### src/rtl/and_or_pkg.sv
// Shared types, defaults and the AND-OR reduction used by and_or_pipe and its bench model.
package and_or_pkg;

    localparam int unsigned COUNT_W_DEF = 8;
    localparam int unsigned VEC_MAX     = 256;

    typedef logic [VEC_MAX-1:0] and_or_vec_t;

    // Lane w of the result is the OR over pairs p of a[p*width+w] & b[p*width+w].
    function automatic and_or_vec_t and_or_reduce(input and_or_vec_t a,
                                                  input and_or_vec_t b,
                                                  input int unsigned num_pairs,
                                                  input int unsigned width);
        and_or_vec_t r;
        logic [7:0]  idx;
        r = '0;
        for (int unsigned p = 0; p < num_pairs; p++) begin
            for (int unsigned w = 0; w < width; w++) begin
                idx = 8'(p * width + w);
                r[8'(w)] = r[8'(w)] | (a[idx] & b[idx]);
            end
        end
        return r;
    endfunction

endpackage

### src/rtl/and_or_stage.sv
// One valid/ready pipeline register slice; refills in the same cycle it drains.
module and_or_stage
    import and_or_pkg::*;
#(
    parameter int unsigned DW = 1
) (
    input  logic          clk,
    input  logic          areset_n,
    input  logic          in_valid,
    output logic          in_ready,
    input  logic [DW-1:0] in_data,
    output logic          out_valid,
    input  logic          out_ready,
    output logic [DW-1:0] out_data
);

    assign in_ready = !out_valid || out_ready;

    always_ff @(posedge clk or negedge areset_n) begin
        if (!areset_n) begin
            out_valid <= 1'b0;
            out_data  <= '0;
        end else begin
            if (in_ready) begin
                out_valid <= in_valid;
            end
            if (in_valid && in_ready) begin
                out_data <= in_data;
            end
        end
    end

endmodule

### src/rtl/and_or_pipe.sv
// Two-stage pipelined AND-OR: out = |(a[i] & b[i]) per lane, plus saturating hit counter.
// Optional out_n port (~out) is enabled by defining AND_OR_OUT_N_EN.
module and_or_pipe
    import and_or_pkg::*;
#(
    parameter int unsigned NUM_PAIRS = 2,
    parameter int unsigned WIDTH     = 1,
    parameter int unsigned COUNT_W   = COUNT_W_DEF
) (
    input  logic                       clk,
    input  logic                       areset_n,
    input  logic                       in_valid,
    output logic                       in_ready,
    input  logic [NUM_PAIRS*WIDTH-1:0] a_i,
    input  logic [NUM_PAIRS*WIDTH-1:0] b_i,
    output logic                       out_valid,
    input  logic                       out_ready,
    output logic [WIDTH-1:0]           out,
    output logic [COUNT_W-1:0]         hit_cnt
`ifdef AND_OR_OUT_N_EN
    ,
    output logic [WIDTH-1:0]           out_n
`endif
);

    logic [NUM_PAIRS*WIDTH-1:0] s1_in;
    logic [NUM_PAIRS*WIDTH-1:0] s1_data;
    logic                       v1;
    logic                       s2_ready;
    logic [WIDTH-1:0]           s2_in;

    assign s1_in = a_i & b_i;

    // S1 already holds the ANDed pairs, so reducing against all-ones leaves just the OR.
    assign s2_in = WIDTH'(and_or_reduce(and_or_vec_t'(s1_data), '1, NUM_PAIRS, WIDTH));

    and_or_stage #(.DW(NUM_PAIRS * WIDTH)) u_s1 (
        .clk       (clk),
        .areset_n  (areset_n),
        .in_valid  (in_valid),
        .in_ready  (in_ready),
        .in_data   (s1_in),
        .out_valid (v1),
        .out_ready (s2_ready),
        .out_data  (s1_data)
    );

    and_or_stage #(.DW(WIDTH)) u_s2 (
        .clk       (clk),
        .areset_n  (areset_n),
        .in_valid  (v1),
        .in_ready  (s2_ready),
        .in_data   (s2_in),
        .out_valid (out_valid),
        .out_ready (out_ready),
        .out_data  (out)
    );

    always_ff @(posedge clk or negedge areset_n) begin
        if (!areset_n) begin
            hit_cnt <= '0;
        end else if (out_valid && out_ready && (out != '0) && (hit_cnt != '1)) begin
            hit_cnt <= hit_cnt + COUNT_W'(1);
        end
    end

`ifdef AND_OR_OUT_N_EN
    assign out_n = ~out;
`endif

endmodule
### config.mk
export PLATFORM = sky130hd
export DESIGN_NAME = and_or_pipe
export DESIGN_NICKNAME = d
export VERILOG_FILES = /design/src/rtl/and_or_pkg.sv /design/src/rtl/and_or_stage.sv /design/src/rtl/and_or_pipe.sv
export SDC_FILE = /design/constraint.sdc
export NUM_CORES = 1
export LEC_CHECK = 0
export CAP_MARGIN = 15
export CORE_MARGIN = 5
export CORE_UTILIZATION = 30
export CTS_CLUSTER_DIAMETER = 60
export DETAILED_ROUTE_END_ITERATION = 7
export RECOVER_POWER = 25
export REMOVE_ABC_BUFFERS = 1
export SLEW_MARGIN = 20
export SYNTH_ARGS = -nofsm -noshare
export SYNTH_HDL_FRONTEND = slang
export SYNTH_SLANG_ARGS = --single-unit
### constraint.sdc
create_clock -name clk -period 3.8 [get_ports clk]
set_input_delay 0.95 -clock clk [delete_from_list [all_inputs] [get_ports clk]]
set_output_delay 0.95 -clock clk [all_outputs]
set_load 0.02 [all_outputs]
==> impl_metrics.json <==
{
  "status": "finished clean",
  "critical_path_buf_inv_count": 2,
  "postLayoutCoreUtil": 0.440,
  "ant_nets": 0,
  "final_cell_area_sq_um": 881,
  "cp_data_required_time_ns": 2.85,
  "die_h_um": 56.2,
  "min_period_ns": 3.25,
  "wirelength_mm": 1.29,
  "slowest_delay_ns": 0.62,
  "min_path_type": "flip-flop to flip-flop",
  "hold_start": "u_s1.out_data[1]$_DFFE_PN0P_",
  "dp_cells": 101,
  "areaGrowthSynthToFinish_pct": 37.5,
  "drt_iter0_drc": 13,
  "viasPerCell": 4.98,
  "cts_buffers": 3,
  "die_area_sq_um": 3160,
  "cts_tree": "built",
  "relSlewSlack": 0.595,
  "rows": 16,
  "final_cells": 105,
  "final_max_slew_viol_count": 0,
  "cap_viol_max_count": 0,
  "ff2ff_setup_slack_ns": 2.27,
  "clockBufferDepth": 2,
  "avgSynthCellArea_sq_um": 11.4,
  "leakage_nw": 0.375,
  "crit-reg2reg-capture": "hit_cnt[1]$_DFFE_PN0P_",
  "place_congestion": 0.796,
  "die_w_um": 56.2,
  "post_drt_wl_per_cell_um": 12.3,
  "post_cts_buffers": 0,
  "clock_skew_ns": 0.00370,
  "fin_setup_tns_ns": 0,
  "post_dp_cell_area_sq_um": 855,
  "grt_pass1_wl_mm": 2.19,
  "slowest_stage": "clkdlybuf4s50_1",
  "final-hold-violation-count": 0,
  "drc": 0,
  "grt_pass1_vias": 493,
  "path_max_fanout": 5,
  "clock.fmax_mhz": 308,
  "reg2regPathDepth": 4,
  "firstDrtPassIters": 4,
  "fp.coreArea_sq_um": 2000,
  "seq_area_frac_synth": 0.508,
  "hold_slack_ns": 0.529,
  "grt_usage": 0.0876,
  "grt_max_degree": 14,
  "grt_overflow_total": 0,
  "port_buffers": 18,
  "rsz0062_at_grt": "no",
  "drive_gt1_frac": 0.115,
  "power.density_nw_per_um2": 566,
  "cts_resized": 0,
  "worst_pin_slew_ns": 0.606,
  "syn_area_sq_um": 641,
  "antenna_found_initial": 0,
  "pre_cts_ws_ns": 0.573,
  "vias": 523,
  "p_total_uw": 498,
  "synth.distinct_cells": 26,
  "hold_path_depth": 2,
  "cp.arrival_ns": 2.30,
  "period_share": 0.854,
  "root_buffer": "clkbuf_4",
  "setup_viol": 0,
  "diodes": 0,
  "path_class": "primary input to output port",
  "path_delay_family": "buffers and inverters",
  "path_cells": "clkdlybuf4s50_1, nand3b_1, clkdlybuf4s50_1",
  "hold_buffers": 0,
  "htreeDepth": 1,
  "final_common_cell": "clkdlybuf4s50_1",
  "yosys_warnings": 0,
  "holdPathEnd": "u_s1.out_data[1]$_DFFE_PN0P_",
  "r2r-start": "hit_cnt[0]$_DFFE_PN0P_",
  "worst_slack_ns": 0.553,
  "final_cell_mix": "clkdlybuf4s50_1, dfrtp_1, nand2_1",
  "cpMostUsedCell": "clkdlybuf4s50_1",
  "hpwl_um": 963,
  "ir_drop_v": 0.000211,
  "worst_skew_pair.late_latency_ns": 0.27,
  "start_kind": "primary input",
  "start_util": 0.320,
  "netlist_instances": 56,
  "cts.reportedPaths.clkPinSlew_ns": 0.07,
  "critPathCaptureType": "output port",
  "ys_ff_latch": 13,
  "fin_nets": 88,
  "io_pins": 19,
  "cts_num_sinks": 13
}
==> layout make-up <==
type	instances	area [sq um]
fill	206	1120
sequential	13	325
multi-input combinational	41	308
timing repair buffer	18	180
tap	27	33.8
clock buffer	4	26.3
inverter	2	7.51
==> kinds of logic (layout without fill, tap and decap cells) <==
logic type	Yosys count	after routing	synth area share
compound gates	8	8	0.0976
xor+xnor	2	2	0.0273
fa+ha+maj	1	1	0.0195
buf+inv	2	24	0.0117
flops	13	13	0.508
mux	7	7	0.123
simple gates	23	23	0.213
==> report_power, final <==
part / leakage, nW / total (mW) / switching (mW) / internal [mW]
clock: 0.0150 / 0.0840 / 0.0433 / 0.0406
sequential: 0.161 / 0.220 / 0.0475 / 0.172
combinational: 0.199 / 0.194 / 0.0917 / 0.103
==> tightest hold or removal path, stage by stage, from the launching register on <==
cell and delay [ns]:
dfrtp_1 0.32, inv_1 0.05, mux2i_1 0.11
==> registers in the layout, indices dropped and copies added (netlist names) <==
register and flops:
hit_cnt 8, u_s1.out_data 2, u_s1.out_valid 1, u_s2.out_data 1
u_s2.out_valid 1
==> worst max path at each step <==
stage	startpoint	end	slack, ns	cells after the start
global route	out_ready	in_ready	0.50	3
detailed placement	out_ready	in_ready	0.57	3
finish	out_ready	in_ready	0.55	3
global placement	out_ready	in_ready	0.59	3
floorplan	out_ready	in_ready	1.62	1
CTS	out_ready	in_ready	0.55	3
==> per-layer routing <==
layer  GRT usage  vias up  part of all wire
met1       0.103      249              0.42
li1            -      255                 -
met5           0        -                 0
met4      0.0508        0             0.012
met2       0.137       17              0.49
met3      0.0302        2             0.082
==> Yosys cell counts <==
cell type	n	area [sq um]
mux2_2	1	11.3
mux2i_1	3	30.0
nand2b_1	3	18.8
nand3b_1	1	7.51
a21o_4	1	15.0
and4_4	1	11.3
nor4_2	1	12.5
a31oi_1	2	12.5
a21oi_1	1	5.00
mux2_4	1	15.0
nand2_1	8	30.0
and3_1	2	12.5
xnor2_1	1	8.76
nor3_1	1	5.00
a41oi_1	2	17.5
nand3_1	2	10.0
inv_1	2	7.51
o21ai_0	1	5.00
dfrtp_1	13	325
a211oi_1	1	7.51
mux2_1	2	22.5
nor2b_1	1	6.26
ha_1	1	12.5
nand4_1	2	12.5
xor2_1	1	8.76
nand3_2	1	10.0
Note: power is estimated with default switching activity, not from simulation.
